$ cat src/rtl/msk_aes_pkg.sv
// ---------------------------------------------------------------------------
// msk_aes_pkg
// Shared constants and helpers for the masked AES datapath.
//   AES_BLK_BITS   : bits per AES block (128)
//   BYTE_BITS      : bits per byte (8)
//   CT_FIFO_DEPTH  : number of ciphertext buffer slots in the output stage (2)
//   sh_idx()       : flat index of share `share` of bit `bit_j` of byte `byte_i`
//                    in a d-share bus (shares of one bit are adjacent).
// ---------------------------------------------------------------------------
package msk_aes_pkg;

    localparam int AES_BLK_BITS  = 128;
    localparam int BYTE_BITS     = 8;
    localparam int CT_FIFO_DEPTH = 2;

    // Share s of bit j of byte i sits at 8*d*i + d*j + s.
    function automatic int sh_idx(input int byte_i, input int bit_j,
                                  input int share, input int n_shares);
        return n_shares * (BYTE_BITS * byte_i + bit_j) + share;
    endfunction

endpackage

$ cat src/rtl/msk_ct_slot.sv
// ---------------------------------------------------------------------------
// msk_ct_slot
// One shared-ciphertext storage slot.
//   clk, rst_n : clock, asynchronous active-low reset (contents zeroed)
//   load       : capture din on the next rising edge (wins over clear)
//   clear      : zero the slot on the next rising edge
//   din        : shared ciphertext to store, W bits
//   q          : current slot contents, W bits
// ---------------------------------------------------------------------------
module msk_ct_slot #(
    parameter int W = 256
) (
    input  logic         clk,
    input  logic         rst_n,
    input  logic         load,
    input  logic         clear,
    input  logic [W-1:0] din,
    output logic [W-1:0] q
);

    // NOTE: sequential state is written only with non-blocking assignments so
    // every register samples its inputs as they were before the edge.
    // NOTE: storage is reset on purpose here -- a stale share must never
    // survive a reset and leak out on the output bus.
    always_ff @(posedge clk or negedge rst_n) begin
        if (!rst_n) begin
            q <= '0;
        end else if (load) begin
            q <= din;
        end else if (clear) begin
            q <= '0;
        end
    end

endmodule

$ cat src/rtl/msk_aes_ct_out_fifo.sv
// ---------------------------------------------------------------------------
// msk_aes_ct_out_fifo
// Two-slot output buffer behind the masked AES state datapath. Captures the
// shared ciphertext at end of encryption and hands it to the consumer over
// valid/ready. Each slot is zeroed as soon as it is read. Shares are never
// combined in the production build.
//
// Parameters
//   d      : number of shares (>= 2)
//   DEPTH  : buffer slots, must be 2
// Ports
//   clk, rst_n  : clock, asynchronous active-low reset
//   in_valid    : core offers sh_ct_in this cycle
//   in_ready    : a slot is free (registered)
//   sh_ct_in    : shared ciphertext, 128*d bits, byte i at [8*d*i +: 8*d]
//   out_valid   : head slot holds a ciphertext (registered)
//   out_ready   : consumer accepts the head
//   sh_ct_out   : head slot contents, all-zero when empty
//   count       : occupancy 0..2
//   ct_unmasked : (only with MSK_AES_CT_UNMASK_EN) XOR of the shares of the
//                 head, 128 bits, 0 when empty. Debug/test builds only.
// ---------------------------------------------------------------------------
module msk_aes_ct_out_fifo
    import msk_aes_pkg::*;
#(
    parameter int d     = 2,
    parameter int DEPTH = 2
) (
    input  logic                      clk,
    input  logic                      rst_n,
    input  logic                      in_valid,
    output logic                      in_ready,
    input  logic [AES_BLK_BITS*d-1:0] sh_ct_in,
    output logic                      out_valid,
    input  logic                      out_ready,
    output logic [AES_BLK_BITS*d-1:0] sh_ct_out,
    output logic [1:0]                count
`ifdef MSK_AES_CT_UNMASK_EN
    ,
    output logic [AES_BLK_BITS-1:0]   ct_unmasked
`endif
);

    localparam int         W          = AES_BLK_BITS * d;
    localparam logic [1:0] FULL_COUNT = 2'(CT_FIFO_DEPTH);

    if (DEPTH != CT_FIFO_DEPTH) begin : g_bad_depth
        $error("msk_aes_ct_out_fifo: DEPTH must be 2");
    end
    if (d < 2) begin : g_bad_shares
        $error("msk_aes_ct_out_fifo: d must be at least 2");
    end

    logic                     wr_ptr;
    logic                     rd_ptr;
    logic [1:0]               count_q;
    logic [1:0]               count_nxt;
    logic                     out_valid_q;
    logic                     in_ready_q;
    logic                     push;
    logic                     pop;
    logic [CT_FIFO_DEPTH-1:0] slot_load;
    logic [CT_FIFO_DEPTH-1:0] slot_clear;
    logic [W-1:0]             slot_q [CT_FIFO_DEPTH];

    // in_ready is low when full, so an offer while full is never a push.
    assign push = in_valid & in_ready_q;
    assign pop  = out_valid_q & out_ready;

    // NOTE: the default assignment first keeps this block purely
    // combinational; without it some paths would hold a value and infer a latch.
    always_comb begin
        count_nxt = count_q;
        if (push && !pop) begin
            count_nxt = count_q + 2'd1;
        end else if (pop && !push) begin
            count_nxt = count_q - 2'd1;
        end
    end

    // Flags are registered from the next occupancy so both handshake outputs
    // come straight from flops with no input-to-output path.
    always_ff @(posedge clk or negedge rst_n) begin
        if (!rst_n) begin
            wr_ptr      <= 1'b0;
            rd_ptr      <= 1'b0;
            count_q     <= 2'd0;
            out_valid_q <= 1'b0;
            in_ready_q  <= 1'b1;
        end else begin
            if (push) begin
                wr_ptr <= ~wr_ptr;
            end
            if (pop) begin
                rd_ptr <= ~rd_ptr;
            end
            count_q     <= count_nxt;
            out_valid_q <= (count_nxt != 2'd0);
            in_ready_q  <= (count_nxt != FULL_COUNT);
        end
    end

    // A push and a pop in the same cycle always target different slots
    // (count=1 means wr_ptr != rd_ptr), so load/clear never collide.
    for (genvar g = 0; g < CT_FIFO_DEPTH; g++) begin : g_slot
        assign slot_load[g]  = push & (wr_ptr == 1'(g));
        assign slot_clear[g] = pop & (rd_ptr == 1'(g));

        msk_ct_slot #(
            .W (W)
        ) u_slot (
            .clk   (clk),
            .rst_n (rst_n),
            .load  (slot_load[g]),
            .clear (slot_clear[g]),
            .din   (sh_ct_in),
            .q     (slot_q[g])
        );
    end

    // Empty slots already hold zero; the gate makes the empty output explicit.
    assign sh_ct_out = out_valid_q ? slot_q[rd_ptr] : '0;
    assign out_valid = out_valid_q;
    assign in_ready  = in_ready_q;
    assign count     = count_q;

`ifdef MSK_AES_CT_UNMASK_EN
    // Debug only: recombines the shares of the head slot.
    always_comb begin
        ct_unmasked = '0;
        for (int b = 0; b < AES_BLK_BITS / BYTE_BITS; b++) begin
            for (int j = 0; j < BYTE_BITS; j++) begin
                for (int s = 0; s < d; s++) begin
                    ct_unmasked[BYTE_BITS*b+j] = ct_unmasked[BYTE_BITS*b+j]
                                               ^ sh_ct_out[sh_idx(b, j, s, d)];
                end
            end
        end
    end
`endif

    // The core controller must never offer a ciphertext while the buffer is full.
    a_no_drop: assert property (@(posedge clk) disable iff (!rst_n)
                                !(in_valid && !in_ready_q))
        else $error("msk_aes_ct_out_fifo: ciphertext offered while full and dropped");

endmodule

$ cat config.mk
export PLATFORM = sky130hd
export DESIGN_NAME = msk_aes_ct_out_fifo
export DESIGN_NICKNAME = d
export VERILOG_FILES = /design/src/rtl/msk_aes_pkg.sv /design/src/rtl/msk_ct_slot.sv /design/src/rtl/msk_aes_ct_out_fifo.sv
export SDC_FILE = /design/constraint.sdc
export NUM_CORES = 1
export LEC_CHECK = 0
export ABC_AREA = 0
export CAP_MARGIN = 25
export CORE_MARGIN = 2
export CORE_UTILIZATION = 52
export CTS_CLUSTER_SIZE = 8
export DETAILED_ROUTE_END_ITERATION = 7
export GPL_TIMING_DRIVEN = 0
export HOLD_SLACK_MARGIN = 0.15
export PLACE_DENSITY = 0.82
export SLEW_MARGIN = 5
export SYNTH_ARGS = -nofsm -noshare
export SYNTH_HDL_FRONTEND = slang
export SYNTH_SLANG_ARGS = --single-unit
$ cat constraint.sdc
create_clock -name clk -period 3.8 [get_ports clk]
set_clock_uncertainty 0.15 [all_clocks]
set_input_delay 1.14 -clock clk [delete_from_list [all_inputs] [get_ports clk]]
set_output_delay 1.14 -clock clk [all_outputs]
set_load 0.005 [all_outputs]
==> Yosys cells after proc, flatten, opt, wreduce, memory -nomap -nowiden <==
Index checks and enable logic that the tools add are counted.
{ "classes": {"n_addsub": 2, "multipliers": 0, "div_mod_pow": 0, "n_lt_le_gt_ge": 1, "n_eq_ne": 1, "shifts": 0, "n_mux": 10, "bitwise": 9, "reduce_logical": 7} }
{ "ops": {"columns": ["op", "n"], "rows": [
  ["two-way mux 256 bit", 8],
  ["bitwise AND 1 bit", 6],
  ["nonzero test 2 bit", 3],
  ["two-way mux 2 bit", 2],
  ["adder 2 x 1 -> 2 bit (second input constant)", 1],
  [">= comparator 2 bit (second input constant)", 1],
  ["logical AND 1 bit", 2],
  ["logical NOT 1 bit", 2],
  ["!= test 2 bit (second input constant)", 1],
  ["NOT 1 bit", 2],
  ["NOT 1 -> 2 bit", 1],
  ["subtractor 2 x 1 -> 2 bit (second input constant)", 1]
]} }
{ "word_totals": {"register_bits": 518, "latchBits": 0, "ramBits": 0, "mem_bits_ro": 0, "inputBits": 260, "out_inout_bits": 260, "wordCells": 37, "mem_count": 0} }

==> Longest topological paths before layout <==
Gate-level depths: netlist of run 1.
{ "depth": {"ltp_word": 6, "mapped_depth": 7, "mapped_depth_nobuf": 3} }

==> By module <==
From an unflattened synthesis of run 1, not the netlist that was laid out.
{ "unflattened": {"cells_unflattened": 1740, "hier_area_um2": 23168.5} }
{ "modules_own_cells": {"columns": ["module", "instances", "cells_each", "area_each_um2", "seq_area_each_um2"], "rows": [
  ["msk_ct_slot", 2, 570, 9108.7, 6406.1],
  ["msk_aes_ct_out_fifo", 1, 600, 4951.0, 151.4]
]} }

==> Worst setup path before layout of run 1 <==
Ideal clock, no wire load.
{ "synth_timing": {"kind": "flip-flop to output port", "start": "register rd_ptr", "end": "output sh_ct_out[226]", "arrival_time_ns": 1.243, "required_time_ns": 2.510, "slack_ns": 1.267, "path_stages_with_launch": 6, "path_cell_list": "dfrtp_1 buf_2 buf_2 buf_2 mux2i_1 nor2b_1"} }
{ "synth_between": {"elab_chain_len": 5} }
{ "synth_lines": {"columns": ["item", "line", "source"], "rows": [
  ["start: declaration", "msk_aes_ct_out_fifo.sv:55", "logic rd_ptr;"],
  ["start signal: assignment", "msk_aes_ct_out_fifo.sv:95", "rd_ptr <= ~rd_ptr;"],
  ["NOT 1 -> 2 bit (not written as such)", "msk_aes_ct_out_fifo.sv:122", "assign sh_ct_out = out_valid_q ? slot_q[rd_ptr] : '0;"],
  ["two-way mux 256 bit (not written as such) (3 in series)", "msk_aes_ct_out_fifo.sv:122", null],
  ["two-way mux 256 bit", "msk_aes_ct_out_fifo.sv:122", null],
  ["end: declaration", "msk_aes_ct_out_fifo.sv:36", "output logic [AES_BLK_BITS*d-1:0] sh_ct_out,"]
]} }
Every way passes these cells. The select of a mux whose other input is x is not followed.

==> Worst setup path in the final report of run 1 <==
{ "layout_timing": {"start": "register out_valid_q (netlist: out_valid)", "end": "output sh_ct_out[30]"} }
{ "layout_between": {"elab_chain_len": 1} }
{ "layout_lines": {"columns": ["item", "line", "source"], "rows": [
  ["start: declaration", "msk_aes_ct_out_fifo.sv:58", "logic out_valid_q;"],
  ["start signal: assignment", "msk_aes_ct_out_fifo.sv:98", "out_valid_q <= (count_nxt != 2'd0);"],
  ["two-way mux 256 bit", "msk_aes_ct_out_fifo.sv:122", null]
]} }
Every way passes these cells.

==> summary.md, run 1 <==
| Metric | Value |
|---|---|
| Status | completed |
| Top FF cell, synth | dfrtp_1 |
| Fmax | 0.2679 GHz |
| Tot GR Track Use | 31.40% |
| Mapped Cells | roughly 1.7k |
| Final GP Congestion | just under 0.9 |
| Synth warn | 0 |
| DR WL/cell | 24.42 um |
| Largest cells by area after synthesis | dfrtp_1 57%, a22o_1 20%, mux2i_1 11% |
| Drt first pass iters | 6 |
| Worst slew pin tran | 0.7860 ns |
| Setup tns final | 0 ns |
| Gr ovfl total | 0 |
| Clock root cell | clkbuf_16 |
| Synth Cell Area | 22650 um^2 |
| Final setup margin | 0.06700 ns |
| Initial antenna violation count | 13 |
| Critical Path Max Stage Delay | ~0.55 ns |
| Routed Antenna Nets | 0 |
| Critical R2R Capture | g_slot[1].u_slot.q[144] |
| Pre-CTS setup slack | -0.1419 ns |
| Filler Cell Count | 2949 |
| Largest net degree at the start of global routing | roughly 120 |
| Routed WL | between 70000 and 80000 um |
| Synth cell types | 25 |
| Kind of cell adding the most delay to the critical path | buffers and inverters |
| Vias in the first global route | 18.69k |
| Vias | between 15k and 20k |
| Synth area leader | dfrtp_1 |
| Clock transition at path regs | 0.05 ns |
| Synth Net Count | 2001 |
| Vias/cell | 6.099 |
| Global-route wire length before repair | roughly 110000 um |
| Critical-path top delay cell | clkdlybuf4s50_1 |
| Xor-xnor portion of the synthesized cell area | less than 1% |
| WHS | 0.3055 ns |
| CP Class | reg2out |
| Drt drc | 0 |
| Multi-input logic area | 8857 um^2 |
| Final #Nets | 2600 |
| Post-Synth Simple-Gate Area | 7.451% |
| CTS tree | yes |
| Max IR drop VDD | 0.4738 mV |
| Slew Limit Headroom | 47.60% |
| Layout cell share with drive strength beyond 1 | 10.92% |
| Seq/Total Area, Yosys | between 50% and 60% |
| Largest family of logic cells by synthesized area | compound AO/OA/AOI/OAI gates |
| CP cell instances | clkbuf_4, clkbuf_8, clkbuf_2, nor2b_1, clkdlybuf4s50_1 |
| Fraction of registers with async set/reset | between 90% and 100% |
| Fin crit share | 98.24% |
| Die width | 212.7 um |
| Worst Path Max Fanout | 10 |
| Placed insts | 2849 |
| Slew Viols, Final | 0 |
| Fin cells | 2948 |
| Die area | between 40000 and 50000 um^2 |
| Final hold violations | 0 |
| Setup crit end kind | primary output |
| Initial Util | a little over half |
| PD cells | 912.7 nW/um^2 |
| Post-DP HPWL | 49200 um |
| Data arrival, critical path | 2.44 ns |
| Reg area | 12960 um^2 |
| Max Cap Viol | 0 |
| H-tree depth | 3 |
| Clock Tree Buf Depth | 3 |
| Leak Pwr | 0.01443 uW |
| FF-to-FF Start | in_ready |
| R2R depth | 5 |
| Req. time, crit path | 2.51 ns |
| Yosys reg bits | 518 |
| RSZ-0062 raised after global routing | yes |
| Internal reg-to-reg setup slack | 1.44 ns |
| Port Buffers | between 500 and 600 |
| Initial drt markers | 1617 |
| Clock Sinks | 518 |
| Minimum clock period | 3.733 ns |
| Avg Cell Area, Syn | roughly 13 um^2 |
| Post-synthesis compound-gate area fraction | 20.06% |
| Critical path startpoint category | flip-flop |
| Min-Delay Path Class | in2async |
| Overall Power | 28170 uW |
| Synth top area share | 57.11% |
| Clk_lat worst skew | 0.59 ns |
| # IOs | 520 |
| Die height | 212.7 um |
| Num CTS Buffers | 74 |
| Core box area | ~43000 um^2 |
| Post-synth EDFFs | 0 |
| Rows | 76 |
| Final setup viols | 0 |
| Synth Area in Adders | 0% |
| Area Growth Syn to Fin | 36.27% |
| CP bufs+invs | 4 |
| Mux cell area share after synthesis | 11.36% |
cell usage in the layout, fill, tap and decap left out, types with 4 or more instances in the layout:
master           count
dfrtp_1            517
clkdlybuf4s50_1    516
a22o_1             512
mux2i_1            256
nor2b_1            249
buf_2              100
clkbuf_16           75
clkbuf_1            21
buf_4               20
clkbuf_2            19
buf_6               13
diode_2              9
clkbuf_4             6
nor2b_2              6
inv_6                5
nor3_1               4
buf_16               4
metrics by stage:
| step | instance area (um^2) | util [%] |
|---|---|---|
| after floorplan | 22650 | - |
| after global placement | 28580 | 66.34 |
| after detailed placement | 28690 | 66.61 |
| after CTS | 30800 | 71.51 |
| after global routing | 30860 | 71.63 |
| final | 30870 | 71.66 |
worst max-delay path by stage:
stage | start | endpoint | slack, ns | cells past startpoint
2_1_floorplan | rd_ptr | sh_ct_out[226] | 1.27 | 5
3_3_place_gp | rst_n | g_slot[0].u_slot.q[46] | -20.35 | 1
3_5_place_dp | out_valid | sh_ct_out[26] | -0.14 | 5
4_1_cts | out_valid | sh_ct_out[30] | -0.003 | 5
5_1_grt | rd_ptr | sh_ct_out[115] | -0.008 | 6
6_report | out_valid | sh_ct_out[30] | 0.07 | 5
synth_stat cells (2+ instances only):
master and number:
a21oi_1 2, dfrtp_1 517, nor3_1 4, nor3b_1 2, a22o_1 512, buf_6 6, nor2_1 2, nand3_1 2
buf_4 2, xnor2_1 2, mux2i_1 257, clkbuf_1 37, buf_2 127, and3_1 2, nor2b_1 256, nand2_1 2
worst register-to-register path, cell delays in order, from the launching register on:
cell	delay, ns
dfstp_2	0.59
and3_1	0.16
buf_2	0.19
clkbuf_1	0.62
buf_2	0.38
a22o_1	0.20
cell families after synthesis:
logic type	after synthesis
AO/OA/AOI/OAI	519
XOR/XNOR	3
buffers and inverters	172
flip-flops	518
multiplexers	257
AND/OR/NAND/NOR	272
power breakdown:
part / switching (uW) / internal (uW)
Combinational: 6020 / 7040
Clock: 2330 / 3510
Sequential: 1400 / 7870
per-layer routing:
layer / global-route usage (%) / vias up / wire [um]
li1: - / 7646 / -
met1: 39.89 / 9318 / 28300
met2: 50.62 / 826 / 34450
met3: 9.310 / 183 / 6484
met4: 12.73 / 8 / 2693
met5: 0 / - / 56
sequential cells by signal, indices dropped and copies added (netlist names):
name,cells
count,2
g_slot.u_slot.q,512
in_ready,1
out_valid,1
rd_ptr,1
wr_ptr,1
layout make-up:
type / instances / share of cell area [%]
clock inverters: 6 / 0.2067
clock buffers: 84 / 6.190
flip-flops and latches: 518 / 42.00
plain buffers: 172 / 3.271
multi-input cells: 1051 / 28.69
well taps: 585 / 2.371
repair buffers: 523 / 17.19
diodes: 9 / 0.07296
repair_timing:
action,4_1_cts,5_1_grt
resized for setup,64,19
hold buffers,0,0
endpoints found under the setup margin,230,83
buffers inserted,0,0
No activity file was read; power rests on OpenSTA's default activity.
==> run 2: changes to the inputs <==
- ABC_AREA: 0 -> not set
- ABC_CLOCK_PERIOD_IN_PS: not set -> 3800
- CORE_UTILIZATION: 52 -> 35
- PLACE_DENSITY: 0.82 -> not set
==> summary.md, run 2 (synthesis results as in run 1) <==
| Metric | Value |
|---|---|
| Max Cap Viol | 0 (unchanged) |
| Kind of cell adding the most delay to the critical path | buffers and inverters |
| Routed WL | 75840 um (+5.4%) |
| PD cells | 907.4 nW/um^2 (-0.58%) |
| CP cell instances | buf_4, buf_6, buf_4, mux2i_1, nor2b_1, clkdlybuf4s50_1 |
| Critical-path top delay cell | clkdlybuf4s50_1 |
| Initial Util | 35.27% (-17 points) |
| Final GP Congestion | 0.8676 (unchanged) |
| Worst Path Max Fanout | 10 (unchanged) |
| Die area | 66770 um^2 (+48%) |
| Critical R2R Capture | g_slot[1].u_slot.q[146] |
| Overall Power | 28460 uW (+1.0%) |
| Setup crit end kind | primary output |
| CP Class | reg2out |
| Final setup viols | 0 (unchanged) |
| Layout cell share with drive strength beyond 1 | 11.08% (+0.16 points) |
| Status | completed |
| DR WL/cell | 23.55 um (-3.5%) |
| Global-route wire length before repair | 115300 um (+5.2%) |
| Multi-input logic area | 8852 um^2 (about the same) |
| Final hold violations | 0 (unchanged) |
| Clock Sinks | 518 (unchanged) |
| Worst setup startpoint | rd_ptr |
| FF-to-FF Start | in_ready |
| Cells on Worst Hold Path | 1 |
| Final core occ | 48.84% (-23 points) |
| Core box area | 64230 um^2 (+49%) |
| Initial drt markers | 1333 (-18%) |
| Gr ovfl total | 0 (unchanged) |
| RSZ-0062 raised after global routing | yes |
| Postcts setup bufs | 0 (unchanged) |
| Num CTS Buffers | 75 (+1.4%) |
| Largest net degree at the start of global routing | 112 (-8.9%) |
| Post-route cell area | 31370 um^2 (+1.6%) |
| Max reg flops | 512 (unchanged) |
| PostCTS Resize Cnt | 71 (+11%) |
| CTS Hold Bufs | 0 (unchanged) |
| Rows | 93 (+22%) |
| Port Buffers | 519 (unchanged) |
| Worst slew pin tran | 1.057 ns (+0.2714 ns) |
| Fin crit share | 99.18% (+0.94 points) |
| Reg area | 12960 um^2 (unchanged) |
| Area Growth Syn to Fin | 38.48% |
| Leak Pwr | 0.01458 uW (+1.0%) |
| Drt first pass iters | 5 (-1) |
| Req. time, crit path | 2.51 ns (about the same) |
| Slew Limit Headroom | 29.51% (-18 points) |
| Internal reg-to-reg setup slack | 1.24 ns (-0.20 ns) |
| Drt drc | 0 (unchanged) |
| Final #Nets | 2601 (+0.038%) |
| # IOs | 520 (unchanged) |
| Tot GR Track Use | 22.28% (-9.1 points) |
| H-tree depth | 3 (unchanged) |
| Largest Register | g_slot.u_slot.q |
| Clock Tree Buf Depth | 3 (unchanged) |
| Most common cell after layout, fill and taps aside | dfrtp_1 |
| Die width | 258.4 um (+21%) |
| Routed Antenna Nets | 0 (unchanged) |
| Most frequent cells in the layout | 517 x dfrtp_1, 512 x a22o_1, 511 x clkdlybuf4s50_1 |
| Data arrival, critical path | 2.48 ns (+0.04 ns) |
| Die height | 258.4 um (+21%) |
| Clk_lat worst skew | 0.59 ns (about the same) |
| Clock transition at path regs | 0.05 ns (about the same) |
| Vias in the first global route | 18.37k (-1.7%) |
| Minimum clock period | 3.769 ns (+0.03579 ns) |
| Min-Delay Path Class | reg2reg |
| Initial antenna violation count | 20 (+7) |
| CTS tree | yes |
| Critical path startpoint category | flip-flop |
| Max IR drop VDD | 0.3865 mV (-18%) |
| Most frequent CP cell | buf_4 |
| Hold path start | g_slot[0].u_slot.q[160] |
| Vias | 17.37k (-3.4%) |
| CP bufs+invs | 4 (unchanged) |
| Post-DP HPWL | 52460 um (+6.6%) |
| Slew Viols, Final | 0 (unchanged) |
| Area after DPL | 29030 um^2 (+1.2%) |
| Fmax | 0.2653 GHz (-0.95%) |
| Critical Path Max Stage Delay | 0.62 ns (+0.07 ns) |
| Filler Cell Count | 5697 (+93%) |
| R2R depth | 5 (unchanged) |
| Worst Hold End | g_slot[0].u_slot.q[160] |
| Clock root cell | clkbuf_16 |
| Vias/cell | 5.395 (-12%) |
run 2: cell types whose count changed in the layout (fill, tap and decap cells not counted), sizes merged:
| cell | delta |
|---|---|
| clkbuf | -3 |
| bufinv | +1 |
| buf | +5 |
| dlymetal6s2s | +6 |
| dlygate4sd2 | -1 |
| clkinv | +4 |
| inv | -5 |
| clkdlybuf4s50 | -5 |
run 2: layout make-up:
type | count | share of cell area [%]
multi-input combinational | 1051 | 28.22
tap | 855 | 3.410
buffer | 172 | 3.386
timing repair buffer | 523 | 16.97
sequential | 518 | 41.33
clock inverter | 6 | 0.2952
antenna | 9 | 0.07180
clock buffer | 86 | 6.318
run 2: worst reg2reg max path, stage by stage, from the launching register on:
cell and delay, ns:
dfstp_2 0.57, and3_1 0.15, buf_2 0.19, clkbuf_1 0.81
buf_2 0.43, a22o_1 0.20
run 2: through the flow:
| stage | hold slack (ns) | cells | setup WS [ns] | TNS [ns] |
|---|---|---|---|---|
| floorplan | 0.3151 | 1741 | 1.267 | 0 |
| global placement | 0.3311 | 3115 | -21.17 | - |
| detailed placement | 0.3304 | 3119 | -0.2428 | -5.458 |
| CTS | 0.3480 | 3211 | -0.08406 | -1.701 |
| global route | 0.3544 | 3216 | -0.09194 | -1.423 |
| finish | 0.3436 | 3220 | 0.03121 | 0 |
run 2: power breakdown:
group          internal [uW]  total [uW]  switching [uW]
Sequential              7870        9180            1310
Combinational           7080       13200            6100
Clock                   3700        6100            2400
run 2: metal layers:
layer | track usage [%] | share of wire (%) | up-vias
li1 | - | - | 7677
met1 | 29.41 | 43 | 8952
met2 | 34.94 | 47 | 576
met3 | 7.003 | 7.5 | 148
met4 | 7.049 | 2.8 | 20
met5 | 0 | 0.16 | -
run 2: worst max path at each step:
stage / endpoint / slack (ns) / depth (start not counted)
3_5_place_dp: sh_ct_out[82] / -0.24 / 5
6_report: sh_ct_out[76] / 0.03 / 6
4_1_cts: sh_ct_out[63] / -0.08 / 6
2_1_floorplan: sh_ct_out[226] / 1.27 / 5
5_1_grt: sh_ct_out[76] / -0.09 / 6
3_3_place_gp: g_slot[0].u_slot.q[48] / -21.17 / 1
